**src/rtl/ad7124_pkg.sv**
```systemverilog
// ad7124_pkg
//   Shared constants for the AD7124 continuous-read SPI master: FSM state
//   codes, the read-data command byte and the status/CRC framing widths.
//   Optional feature macro used by the importing files: AD7124_CRC_EN.
package ad7124_pkg;

    typedef logic [2:0] state_t;

    localparam state_t ST_IDLE     = 3'd0;
    localparam state_t ST_WAIT_RDY = 3'd1;
    localparam state_t ST_CMD      = 3'd2;
    localparam state_t ST_DATA     = 3'd3;
    localparam state_t ST_DONE     = 3'd4;
    localparam state_t ST_GAP      = 3'd5;

    localparam logic [7:0] READ_DATA_CMD = 8'h42;
    localparam int         STATUS_BITS   = 8;
    localparam logic [7:0] CRC_POLY      = 8'h07;
    localparam int         CRC_BITS      = 8;

endpackage

```
**src/rtl/ad7124_crc8.sv**
```systemverilog
// ad7124_crc8
//   Bit-serial CRC-8 (polynomial x^8+x^2+x+1, init 0x00), MSB-first input.
//   Feeding a message followed by its own CRC leaves a zero residue.
//   The module only exists when AD7124_CRC_EN is defined.
// Ports
//   clk     in   system clock
//   resetn  in   synchronous active-low reset
//   clear   in   synchronous clear of the CRC register
//   enable  in   shift bit_in into the CRC this cycle
//   bit_in  in   serial message bit
//   crc     out  current CRC register
`ifdef AD7124_CRC_EN
module ad7124_crc8
    import ad7124_pkg::*;
(
    input  logic                clk,
    input  logic                resetn,
    input  logic                clear,
    input  logic                enable,
    input  logic                bit_in,
    output logic [CRC_BITS-1:0] crc
);

    logic feedback;
    assign feedback = crc[CRC_BITS-1] ^ bit_in;

    always_ff @(posedge clk) begin
        if (!resetn || clear) begin
            crc <= '0;
        end else if (enable) begin
            crc <= {crc[CRC_BITS-2:0], 1'b0} ^ (feedback ? CRC_POLY : 8'h00);
        end
    end

endmodule
`endif

```
**src/rtl/ad7124_stream_reader.sv**
```systemverilog
// ad7124_stream_reader
//   Continuous-read SPI master (mode 3) for the AD7124. Waits for DOUT/RDY
//   low, sends the read-data command, shifts in the data word plus status
//   byte and emits one sample with its channel number per conversion.
//   Optional feature: define AD7124_CRC_EN to clock 8 extra CRC bits and
//   reject frames whose CRC-8 residue is non-zero.
// Ports
//   clk     in   system clock
//   resetn  in   synchronous active-low reset
//   en      in   run enable, sampled in IDLE only
//   sdo     in   ADC DOUT/RDY (already synchronised)
//   sclk    out  SPI clock, idles high
//   cs      out  chip select, active low
//   sdi     out  ADC DIN
//   dout    out  last good sample, held until the next valid
//   ch      out  channel of the last good sample
//   valid   out  one-cycle pulse when dout/ch are updated
//   err     out  one-cycle pulse on timeout, bad channel or CRC failure
//   busy    out  high whenever the FSM is not in IDLE
//
// state    | meaning
// ---------+--------------------------------------------------------------
// IDLE     | cs high, waiting for en
// WAIT_RDY | cs low, sclk high, waiting for two consecutive low sdo samples
// CMD      | clocking out the read-data command on sdi
// DATA     | clocking in data + status (+ CRC) from sdo
// DONE     | one cycle: raise cs, decode status, pulse valid or err
// GAP      | minimum cs-high time before returning to IDLE
module ad7124_stream_reader
    import ad7124_pkg::*;
#(
    parameter int CLK_DIV   = 8,
    parameter int DATA_BITS = 24,
    parameter int NUM_CH    = 16,
    parameter int TIMEOUT   = 65536
) (
    input  logic                 clk,
    input  logic                 resetn,
    input  logic                 en,
    input  logic                 sdo,
    output logic                 sclk,
    output logic                 cs,
    output logic                 sdi,
    output logic [DATA_BITS-1:0] dout,
    output logic [3:0]           ch,
    output logic                 valid,
    output logic                 err,
    output logic                 busy
);

    localparam int DIV_W = (CLK_DIV > 1) ? $clog2(CLK_DIV) : 1;
    localparam int TMO_W = (TIMEOUT > 1) ? $clog2(TIMEOUT) : 1;
`ifdef AD7124_CRC_EN
    localparam int EXTRA_BITS = CRC_BITS;
`else
    localparam int EXTRA_BITS = 0;
`endif
    localparam int RX_BITS = DATA_BITS + STATUS_BITS + EXTRA_BITS;

    localparam logic [DIV_W-1:0] DIV_LAST = DIV_W'(CLK_DIV - 1);
    localparam logic [TMO_W-1:0] TMO_LAST = TMO_W'(TIMEOUT - 1);
    localparam logic [5:0]       RX_LAST  = 6'(RX_BITS - 1);
    localparam logic [5:0]       CMD_LAST = 6'd7;
    localparam logic [4:0]       NUM_CH_L = 5'(NUM_CH);

    state_t             state;
    logic [DIV_W-1:0]   div_cnt;
    logic [5:0]         bit_cnt;
    logic [TMO_W-1:0]   tmo_cnt;
    logic               low_seen;
    logic               gap_half;
    logic [RX_BITS-1:0] rx_sr;

    logic [3:0] rx_ch;
    logic       ch_ok;
    logic       crc_ok;

    // Received frame layout, MSB first: data, status, optional CRC.
    assign rx_ch = rx_sr[EXTRA_BITS +: 4];
    assign ch_ok = ({1'b0, rx_ch} < NUM_CH_L);
    assign busy  = (state != ST_IDLE);

`ifdef AD7124_CRC_EN
    logic                rise_now;
    logic                crc_bit;
    logic [CRC_BITS-1:0] crc_val;

    // The CRC sees exactly the bits on the wire: command bits as driven,
    // data/status/CRC bits as sampled, both at the sclk rising moment.
    assign rise_now = ((state == ST_CMD) || (state == ST_DATA)) && !sclk
                      && (div_cnt == DIV_LAST);
    assign crc_bit  = (state == ST_CMD) ? sdi : sdo;
    assign crc_ok   = (crc_val == '0);

    ad7124_crc8 u_crc (
        .clk    (clk),
        .resetn (resetn),
        .clear  (state == ST_WAIT_RDY),
        .enable (rise_now),
        .bit_in (crc_bit),
        .crc    (crc_val)
    );
`else
    assign crc_ok = 1'b1;
`endif

    always_ff @(posedge clk) begin
        if (!resetn) begin
            state    <= ST_IDLE;
            cs       <= 1'b1;
            sclk     <= 1'b1;
            sdi      <= 1'b0;
            dout     <= '0;
            ch       <= '0;
            valid    <= 1'b0;
            err      <= 1'b0;
            div_cnt  <= '0;
            bit_cnt  <= '0;
            tmo_cnt  <= '0;
            low_seen <= 1'b0;
            gap_half <= 1'b0;
            rx_sr    <= '0;
        end else begin
            valid <= 1'b0;
            err   <= 1'b0;
            case (state)
                ST_IDLE: begin
                    if (en) begin
                        state    <= ST_WAIT_RDY;
                        cs       <= 1'b0;
                        div_cnt  <= '0;
                        bit_cnt  <= '0;
                        tmo_cnt  <= '0;
                        low_seen <= 1'b0;
                    end
                end

                ST_WAIT_RDY: begin
                    low_seen <= ~sdo;
                    tmo_cnt  <= tmo_cnt + 1'b1;
                    // Ready wins over a timeout landing in the same cycle.
                    if (!sdo && low_seen) begin
                        state   <= ST_CMD;
                        sclk    <= 1'b0;
                        sdi     <= READ_DATA_CMD[7];
                        div_cnt <= '0;
                        bit_cnt <= '0;
                        tmo_cnt <= '0;
                    end else if (tmo_cnt == TMO_LAST) begin
                        state    <= ST_GAP;
                        err      <= 1'b1;
                        cs       <= 1'b1;
                        div_cnt  <= '0;
                        gap_half <= 1'b0;
                        tmo_cnt  <= '0;
                    end
                end

                ST_CMD: begin
                    div_cnt <= div_cnt + 1'b1;
                    if (div_cnt == DIV_LAST) begin
                        div_cnt <= '0;
                        if (!sclk) begin
                            sclk <= 1'b1;
                        end else if (bit_cnt == CMD_LAST) begin
                            state   <= ST_DATA;
                            sclk    <= 1'b0;
                            sdi     <= 1'b0;
                            bit_cnt <= '0;
                        end else begin
                            sclk    <= 1'b0;
                            sdi     <= READ_DATA_CMD[3'(3'd6 - bit_cnt[2:0])];
                            bit_cnt <= bit_cnt + 1'b1;
                        end
                    end
                end

                ST_DATA: begin
                    div_cnt <= div_cnt + 1'b1;
                    if (div_cnt == DIV_LAST) begin
                        div_cnt <= '0;
                        if (!sclk) begin
                            sclk  <= 1'b1;
                            rx_sr <= {rx_sr[RX_BITS-2:0], sdo};
                            // Leave on the last rising edge so valid lands
                            // one clk after it.
                            if (bit_cnt == RX_LAST) begin
                                state   <= ST_DONE;
                                bit_cnt <= '0;
                            end
                        end else begin
                            sclk    <= 1'b0;
                            bit_cnt <= bit_cnt + 1'b1;
                        end
                    end
                end

                ST_DONE: begin
                    cs       <= 1'b1;
                    sclk     <= 1'b1;
                    state    <= ST_GAP;
                    div_cnt  <= '0;
                    gap_half <= 1'b0;
                    if (ch_ok && crc_ok) begin
                        dout  <= rx_sr[EXTRA_BITS + STATUS_BITS +: DATA_BITS];
                        ch    <= rx_ch;
                        valid <= 1'b1;
                    end else begin
                        err <= 1'b1;
                    end
                end

                ST_GAP: begin
                    // Two passes of the divider give 2*CLK_DIV clks of cs high.
                    div_cnt <= div_cnt + 1'b1;
                    if (div_cnt == DIV_LAST) begin
                        div_cnt <= '0;
                        if (gap_half) begin
                            state <= ST_IDLE;
                        end else begin
                            gap_half <= 1'b1;
                        end
                    end
                end

                default: begin
                    state <= ST_IDLE;
                    cs    <= 1'b1;
                    sclk  <= 1'b1;
                end
            endcase
        end
    end

endmodule

```
**config.mk**
```make
export PLATFORM = sky130hd
export DESIGN_NAME = ad7124_stream_reader
export DESIGN_NICKNAME = d
export VERILOG_FILES = /design/src/rtl/ad7124_pkg.sv /design/src/rtl/ad7124_crc8.sv /design/src/rtl/ad7124_stream_reader.sv
export SDC_FILE = /design/constraint.sdc
export NUM_CORES = 1
export LEC_CHECK = 0
export CORE_ASPECT_RATIO = 0.7
export CORE_MARGIN = 10
export CORE_UTILIZATION = 46
export DETAILED_ROUTE_END_ITERATION = 16
export HOLD_SLACK_MARGIN = 0.05
export MAX_ROUTING_LAYER = met4
export PLACE_DENSITY = 0.77
export RECOVER_POWER = 50
export SLEW_MARGIN = 20
export SYNTH_ARGS = -nofsm -noshare
export SYNTH_HDL_FRONTEND = slang
export SYNTH_SLANG_ARGS = --single-unit
```
**constraint.sdc**
```tcl
create_clock -name clk -period 2.05 [get_ports clk]
set_input_delay 0.3075 -clock clk [delete_from_list [all_inputs] [get_ports clk]]
set_output_delay 0.3075 -clock clk [all_outputs]
set_load 0.01 [all_outputs]
```
After elaboration in Yosys (flattened, before gate mapping)
Memory sizes are Yosys's and may differ from the RTL's.
Cells that the tools add are included.

operators by class
  $lt $le $gt $ge = 1
  $add $sub $neg = 4
  bitwise operators = 6
  reduce and logical (&&, ||, !) cells = 22
  eq/ne operators = 24
  mux-type cells = 50

operators by type and width
  cell                                            number
  two-way mux 16 bit                              3
  two-way mux 6 bit                               8
  two-way mux 3 bit                               15
  one-hot mux 16 bit (2 select lines)             1
  != test 2 bit (second input constant)           12
  one-hot mux 6 bit (4 select lines)              1
  one-hot mux 3 bit (6 select lines)              1
  adder 16 x 1 -> 16 bit (second input constant)  1
  == test 16 bit (second input constant)          1
  two-way mux 1 bit                               15
  one-hot mux 3 bit (4 select lines)              1
  AND reduction 4 bit                             3
  AND reduction 10 bit                            1
  == test 3 bit (second input constant)           3
  one-hot mux 1 bit (3 select lines)              3
  AND reduction 3 bit                             3
  nonzero test 4 bit                              2
  AND reduction 7 bit                             1
  adder 6 x 1 -> 6 bit (second input constant)    1
  == test 3 x 2 -> 1 bit (second input constant)  2
  == test 6 x 3 -> 1 bit (second input constant)  1
  == test 6 x 5 -> 1 bit (second input constant)  1
  != test 3 bit (second input constant)           2
  NOT 1 bit                                       6
  14 further kinds                                19

word-level totals
  output and inout bits = 34
  memories = 1
  bits of input ports = 4
  ROM bits = 8
  register bits after elaboration = 95
  word-level logic and storage cells = 122

memories
  memory            depth  bits a word  read ports  clocked after Yosys merged registers in  wr ports  line                         text
  (name not given)  8      1            1           0                                        0         ad7124_stream_reader.sv:172  sdi <= READ_DATA_CMD[3'(3'd6 - bit_cnt[2:0])];

Longest topological paths before layout
Gate-level depths: netlist of run 1.

  depth after elaboration = 7
  mapped depth = 8
  depth with buffers taken out = 7

Worst setup path before layout of run 1
OpenSTA, ideal clock, no wires.

  kind = register to register
  from = register bit_cnt[0]
  to = register state[0]
  clock period less this slack = 1.857 ns
  buffers on the path = 0
  required time = 1.933 ns
  arrival = 1.739 ns
  path slack = 0.193 ns
  stages on the path, launching flop included = 7
  setup time = 0.117 ns
  cells stage by stage = dfxtp_1 -> ha_1 -> nand3_2 -> or3b_4 -> a31oi_4 -> nand3_1 -> a32o_1

on the way
  cells in the longest elaborated chain, start to end = 3
  elaborated cells on any way between the ends = 5
  classes of those cells = 4 x eq/ne; 1 x reduce/logical

RTL lines
  item                                                              line                                                      text
  start: declaration                                                ad7124_stream_reader.sv:68                                logic [5:0] bit_cnt;
  start signal: assignment                                          ad7124_stream_reader.sv:173                               bit_cnt <= bit_cnt + 1'b1;
  start signal: assignment                                          ad7124_stream_reader.sv:193                               bit_cnt <= bit_cnt + 1'b1;
  == test 6 x 5 -> 1 bit or == test 6 x 3 -> 1 bit (tied branches)  ad7124_stream_reader.sv:187, ad7124_stream_reader.sv:165
  != test 2 bit (no source line)                                    n/a
  AND reduction 10 bit (no source line) *                           n/a
  end signal: assignment                                            ad7124_stream_reader.sv:188                               state <= ST_DONE;
  end signal: assignment                                            ad7124_stream_reader.sv:201                               state <= ST_GAP;
  end signal: assignment                                            ad7124_stream_reader.sv:219                               state <= ST_IDLE;
  end: declaration                                                  ad7124_stream_reader.sv:66                                state_t state;

Mark *: on every way between the ends. The rest lies on a longest branch, timed or not.
A chain may end at the register's enable or synchronous reset.

Final worst setup path of run 1
  from = register div_cnt[0]
  to = register bit_cnt[3]

on the way
  cells in the longest elaborated chain, start to end = 3
  elaborated cells on any way between the ends = 4
  classes of those cells = 3 x eq/ne; 1 x reduce/logical

RTL lines
  item                                    line                                                      text
  start: declaration                      ad7124_stream_reader.sv:67                                logic [DIV_W-1:0] div_cnt;
  start signal: assignment                ad7124_stream_reader.sv:160                               div_cnt <= div_cnt + 1'b1;
  start signal: assignment                ad7124_stream_reader.sv:179                               div_cnt <= div_cnt + 1'b1;
  start signal: assignment                ad7124_stream_reader.sv:215                               div_cnt <= div_cnt + 1'b1;
  == test 3 bit *                         ad7124_stream_reader.sv:161, ad7124_stream_reader.sv:180
  != test 2 bit (no source line)          n/a
  AND reduction 7 bit (no source line) *  n/a

Marks and branches as above.

==> results of run 1 <==
==> sequential cells by signal, summed over array words and instances, names as in the netlist <==
| name | cells |
|---|---|
| valid | 1 |
| div_cnt | 3 |
| dout | 24 |
| tmo_cnt | 16 |
| cs | 1 |
| sdi | 1 |
| gap_half | 1 |
| bit_cnt | 6 |
| sclk | 1 |
| rx_sr | 32 |
| ch | 4 |
| err | 1 |
| low_seen | 1 |
| state | 3 |
==> routing by layer <==
layer	track usage, %	routed length [microns]	up-vias
li1	-	-	1876
met1	20.1	4540	1733
met2	22.6	4440	114
met3	3.80	610	14
met4	4.22	125	0
met5	-	0	-
==> worst paths after layout <==
check / depth (start not counted) / endpoint / slack, ns
setup / recovery: 8 / bit_cnt[3] / 0.09
hold / removal: 2 / dout[18] / 0.45
setup reg to reg: 8 / bit_cnt[3] / 0.09
hold reg to reg: 2 / dout[18] / 0.45
==> critical path, stage by stage (launching register included) <==
cell and delay (ns):
dfxtp_1 0.35, ha_1 0.15, ha_2 0.21, nand2_1 0.11, o311ai_4 0.39, o211ai_2 0.19, buf_4 0.19, a21oi_1 0.15
o22ai_1 0.11
==> area by class of cell <==
cell class / instances / area share, %
clock buffers: 10 / 4.72
clock inverters: 6 / 1.93
inverters: 9 / 0.668
multi-input cells: 382 / 39.9
flip-flops and latches: 95 / 37.6
well taps: 120 / 2.97
repair buffers: 69 / 12.2
==> report_power, final <==
group / total [uW] / switching, uW / internal [uW]
Clock: 1840 / 720 / 1120
Sequential: 1970 / 61.4 / 1910
Combinational: 1280 / 782 / 498
Total: 5090 / 1560 / 3530
==> synthesized netlist by cell type, types with 2 or more instances <==
cell      instances  area [sq um]
a21o_1            3          22.5
a21oi_1          76           380
a22o_1            2          17.5
a31oi_1           6          37.5
a32o_1            3          30.0
and2_1            4          25.0
and3_1            4          25.0
buf_2            10          50.1
buf_4             2          15.0
clkbuf_1         19          71.3
dfxtp_1          95          1900
ha_1              6          75.1
inv_1             7          26.3
inv_2             2          7.51
mux2i_1           4          40.0
nand2_1         154           578
nand2b_1          5          31.3
nand3_1          17          85.1
nand3_2           3          30.0
nand4_1           7          43.8
nand4b_1          3          26.3
nor2_1           24          90.1
nor3_1            4          20.0
nor3b_1           2          15.0
o211ai_1          2          15.0
o21a_1            2          15.0
o21ai_0           2          10.0
o21ai_1          10          50.1
o22ai_1           3          18.8
o41ai_1           3          26.3
or3_1             4          25.0
or4_1             4          30.0
xnor2_1           2          17.5
==> metrics by stage <==
stage                     power, uW  setup WS, ns  hold slack, ns
after floorplan                2830         0.193           0.432
after global routing           5340       -0.0246           0.473
after detailed placement       3300       -0.0129           0.444
final                          5090        0.0884           0.450
after CTS                      5120         0.114           0.454
after global placement         3250        0.0344           0.441
==> cells by family after synthesis <==
family	after synthesis
and+or+nand+nor	246
xor gates and xnor gates	3
AOI/OAI and AO/OA	121
DFF	95
adders and majority gates	6
buffers and inverters	41
muxes	6
==> what timing repair did <==
item / 4_1_cts / 5_1_grt
endpoints found under the hold margin: 0 / 0
setup buffers: 0 / 2
gates resized for setup: 1 / 2
pin swaps: 0 / 4
endpoints found under the setup margin: 1 / 4
==> flow_metrics.py, run 1 <==
metrics = {
    "synthesis": {
        "synth-edff-count": 0,
        "synthAdderAreaFrac_pct": 1.83,
        "ys.flop_type": "dfxtp_1",
        "avgSynthCellArea_sq_um": 7.92,
        "synth_async_sr_flop_share_pct": 0,
        "synth_top_family_by_area": "simple AND/OR/NAND/NOR gates",
        "synthMuxAreaShare_pct": 1.53,
        "synth.cell_area_sq_um": 4100,
        "synth_warnings": 0,
        "synth-simple-area-share_pct": 27.5,
        "synth_xor_area_share_pct": 0.641,
        "synthCells": 518,
        "synth_compound_area_share_pct": 17.9,
        "syn_nets": 528,
        "synth_cell_types": 57,
        "ys_ff_latch": 95,
        "yosysSeqAreaShare_pct": 46.4,
    },
    "run_status": {
        "status": "complete, no violations",
    },
    "die": {
        "core_area_sq_um": 8580,
        "die_area_sq_um": 13100,
        "die_w_microns": 133,
        "num_rows": 28,
        "ios": 38,
        "die_h_microns": 99.0,
        "start_util_pct": 47.8,
    },
    "cells_and_area": {
        "final_common_cell": "nand2_1",
        "drive_gt1_share_pct": 10.3,
        "finalInstanceArea_sq_um": 5060,
        "final_util_pct": 59.0,
        "multi_input_comb_area_sq_um": 2020,
        "fillers": 791,
        "mostFrequentLayoutCells": "nand2_1 (154), dfxtp_1 (95), a21oi_1 (76)",
        "diodes": 0,
        "regArea_sq_um": 1900,
        "synthToLayoutAreaGrowth_pct": 23.4,
        "layout.nets": 576,
        "stdcell_count": 691,
    },
    "clock_network": {
        "cts_hold_buf": 0,
        "cts_root_buf": "clkbuf_16",
        "cts_buffers": 9,
        "max-clock-path-buffers": 2,
        "path_clk_slew_ns": 0.07,
        "clk-insertion-delay-late_ns": 0.33,
        "cts_tree": "done",
        "numClockSinks": 95,
        "h-tree-depth": 3,
    },
    "setup_path": {
        "cp.required_ns": 2.27,
        "worst_ep_arrival_time_ns": 2.18,
        "critPathKind": "reg2reg",
        "start_kind": "flop",
        "path_max_fanout": 4,
        "regToRegStartpoint": "div_cnt[0]",
        "crit_path_end_kind": "flop",
        "crit_start": "div_cnt[0]",
    },
    "place": {
        "gp_congestion": 0.915,
        "placed_cells": 673,
        "detailed_place_hpwl_microns": 6820,
        "portBuffers": 37,
        "placedInstanceArea_sq_um": 4720,
    },
    "power": {
        "p_leak_uw": 0.00185,
        "power_density_nw_per_um2": 1010,
        "vdd_ir_drop_max_uv": 557,
    },
    "timing": {
        "tightest_slew_ns": 0.991,
        "tns_ns": 0,
        "slew_viol_final": 0,
        "finalClockSkew_ns": 0.00619,
        "slew_headroom_pct": 34.0,
        "setup_viol": 0,
        "hold_viol_final": 0,
        "finalCriticalPeriod_ns": 1.96,
        "fmax_mhz": 510,
        "period_share_pct": 95.7,
    },
    "detailed_routing": {
        "vias_per_cell": 5.41,
        "routed_wl_microns": 9710,
        "vias": 3737,
        "firstDrtPassIters": 5,
        "antenna_left": 0,
        "post_drt_wl_per_cell_microns": 14.1,
        "drc": 0,
        "drtIter0Drc": 421,
    },
    "grt": {
        "overflow": 0,
        "grt_pass1_wl_microns": 16600,
        "grt_use_total_pct": 15.2,
        "antenna_found_initial": 0,
        "grt_pass1_vias": 3487,
        "grt_max_degree": 50,
    },
    "min_path": {
        "min_path_type": "reg2reg",
        "hold_start": "dout[18]",
    },
    "run": {
        "maxCapViolations": 0,
    },
}
Note: power is estimated with default switching activity, not from simulation.
==> run 2: changes to the inputs <==
- CELL_PAD_IN_SITES_DETAIL_PLACEMENT: default -> 2
- CELL_PAD_IN_SITES_GLOBAL_PLACEMENT: default -> 2
- CORE_UTILIZATION: 46 -> 34
- PLACE_DENSITY: 0.77 -> 0.9
==> run 2 against run 1 <==
Effect of this change:
- count of clock-buffer cells in the layout is 1 lower
- fmax is 0.86% lower
- clock power is 3% lower
- worst hold slack better by 0.0041 ns
- flip-flop and latch count stayed put
- critical path type unchanged
- critical endpoint is now tmo_cnt[13]
- largest cell class unchanged
==> flow_metrics.py, run 2 (same netlist as run 1, synthesis figures left out) <==
metrics = {
    "grt": {
        "antenna_found_initial": 0,
        "grt_pass1_vias": 4299,
        "grt_pass1_wl_microns": 24000,
        "grt_use_total_pct": 18.0,
        "grt_max_degree": 63,
        "overflow": 0,
    },
    "timing": {
        "slew_viol_final": 0,
        "slew_headroom_pct": 53.1,
        "setup_viol": 0,
        "finalCriticalPeriod_ns": 1.98,
        "tightest_slew_ns": 0.704,
        "fmax_mhz": 505,
        "whs_ns": 0.454,
        "hold_viol_final": 0,
        "rsz0062_at_grt": "no",
        "period_share_pct": 96.5,
        "tns_ns": 0,
        "finalClockSkew_ns": 0.00568,
    },
    "min_path": {
        "hold_start": "dout[18]",
        "min_to": "dout[18]",
        "hold_depth": 2,
        "min_path_type": "reg2reg",
    },
    "cells_and_area": {
        "drive_gt1_share_pct": 12.4,
        "largest_register_ffs": 32,
        "fillers": 1310,
        "layout.nets": 576,
        "stdcell_count": 728,
        "diodes": 0,
        "final_util_pct": 43.7,
        "mostFrequentLayoutCells": "nand2_1 (154), dfxtp_1 (90), a21oi_1 (76)",
        "top_register": "rx_sr",
        "synthToLayoutAreaGrowth_pct": 25.4,
        "final_common_cell": "nand2_1",
        "largestRegisters": "rx_sr (32), dout (24), tmo_cnt (16)",
    },
    "clock_network": {
        "cts_hold_buf": 0,
        "clk-insertion-delay-late_ns": 0.35,
        "cts_root_buf": "clkbuf_16",
        "path_clk_slew_ns": 0.07,
        "h-tree-depth": 3,
        "numClockSinks": 95,
        "cts_buffers": 9,
        "cts_tree": "done",
        "max-clock-path-buffers": 2,
    },
    "detailed_routing": {
        "antenna_left": 0,
        "vias": 3945,
        "drtIter0Drc": 255,
        "vias_per_cell": 5.42,
        "drc": 0,
        "routed_wl_microns": 14800,
        "post_drt_wl_per_cell_microns": 20.3,
        "firstDrtPassIters": 4,
    },
    "setup_path": {
        "crit_path_end_kind": "flop",
        "reg2reg_slack_ns": 0.07,
        "regToRegStartpoint": "tmo_cnt[0]",
        "max_stage_delay_ns": 0.41,
        "cp.required_ns": 2.29,
        "worst_ep_arrival_time_ns": 2.22,
        "r2r-end": "tmo_cnt[13]",
        "critPathKind": "reg2reg",
        "crit_path_cell_trace": "ha_2, nand3_2, nor4_4, nor3_2, buf_4, and3_1, a221o_1",
        "crit_path_top_delay_cell": "nor4_4",
        "path_max_fanout": 15,
        "rr_worst_depth": 7,
        "start_kind": "flop",
    },
    "place": {
        "portBuffers": 37,
        "placed_cells": 709,
        "detailed_place_hpwl_microns": 10100,
        "gp_congestion": 0.904,
    },
    "run_status": {
        "status": "complete, no violations",
    },
    "power": {
        "combPwrFrac_pct": 26.1,
        "seq_power_share_pct": 39.3,
        "sw_frac_of_total_pct": 34.6,
        "power_density_nw_per_um2": 1010,
        "vdd_ir_drop_max_uv": 484,
        "p_leak_uw": 0.00186,
        "power_uw": 5180,
        "pwr-share-clk_pct": 34.6,
        "p_int_uw": 3390,
        "p_switching_uw": 1790,
    },
    "die": {
        "die_area_sq_um": 16900,
        "start_util_pct": 34.8,
        "num_rows": 33,
        "ios": 38,
        "die_w_microns": 151,
        "core_area_sq_um": 11800,
        "die_h_microns": 112,
    },
    "run": {
        "maxCapViolations": 0,
    },
}
-- run 2: layout make-up --
| type | count | area (sq um) | area share (%) |
|---|---|---|---|
| clock buffer | 9 | 225 | 4.38 |
| clock inverter | 7 | 92.6 | 1.80 |
| inverter | 9 | 33.8 | 0.657 |
| multi-input combinational | 382 | 2040 | 39.6 |
| sequential | 95 | 1910 | 37.1 |
| tap | 157 | 196 | 3.82 |
| timing repair buffer | 69 | 648 | 12.6 |
-- run 2: critical path, delay by kind of cell (launching register included) --
kind,cells,cell delay [ns]
compound gates,1,0.26
simple gates,4,0.81
fa+ha+maj,1,0.22
flops,1,0.37
buf+inv,1,0.21
-- run 2: worst max-delay path by stage --
stage / start / slack, ns / to / depth (start not counted)
floorplan: bit_cnt[0] / 0.19 / state[0] / 6
global placement: state[0] / 0.1 / dout[20] / 4
detailed placement: sdo / -0.07 / tmo_cnt[12] / 6
CTS: div_cnt[0] / 0.0005 / bit_cnt[5] / 7
global route: div_cnt[0] / 0.001 / bit_cnt[5] / 7
finish: tmo_cnt[0] / 0.07 / tmo_cnt[13] / 7
-- run 2: power groups by stage --
stage / sequential, uW / combinational (uW) / clock [uW]
global placement: 2050 / 1220 / 0
floorplan: 2010 / 821 / 0
global route: 2050 / 1470 / 1920
finish: 2030 / 1350 / 1790
CTS: 2020 / 1360 / 1820
detailed placement: 2070 / 1340 / 0
-- run 2: stage by stage --
| stage | area, sq um | setup slack, ns |
|---|---|---|
| 3_3_place_gp | 4780 | 0.0955 |
| 6_report | 5140 | 0.0713 |
| 4_1_cts | 5120 | 0.000453 |
| 3_5_place_dp | 4780 | -0.0708 |
| 2_1_floorplan | 4100 | 0.193 |
| 5_1_grt | 5140 | 0.00120 |
-- run 2: layer usage --
metal | up-vias | track usage (%) | part of all wire [%]
met5 | - | - | 0
met4 | 0 | 5.05 | 1.6
met3 | 23 | 3.52 | 3.6
met2 | 75 | 30.3 | 51
met1 | 1975 | 21.2 | 43
li1 | 1872 | - | -
-- run 2: repair_timing --
item                                    CTS  global route
endpoints found under the hold margin     0             0
endpoints found under the setup margin    7            12
cloned                                    0             0
pin swaps                                 2             4
setup buffers                             2             1
gates resized for setup                   1             9
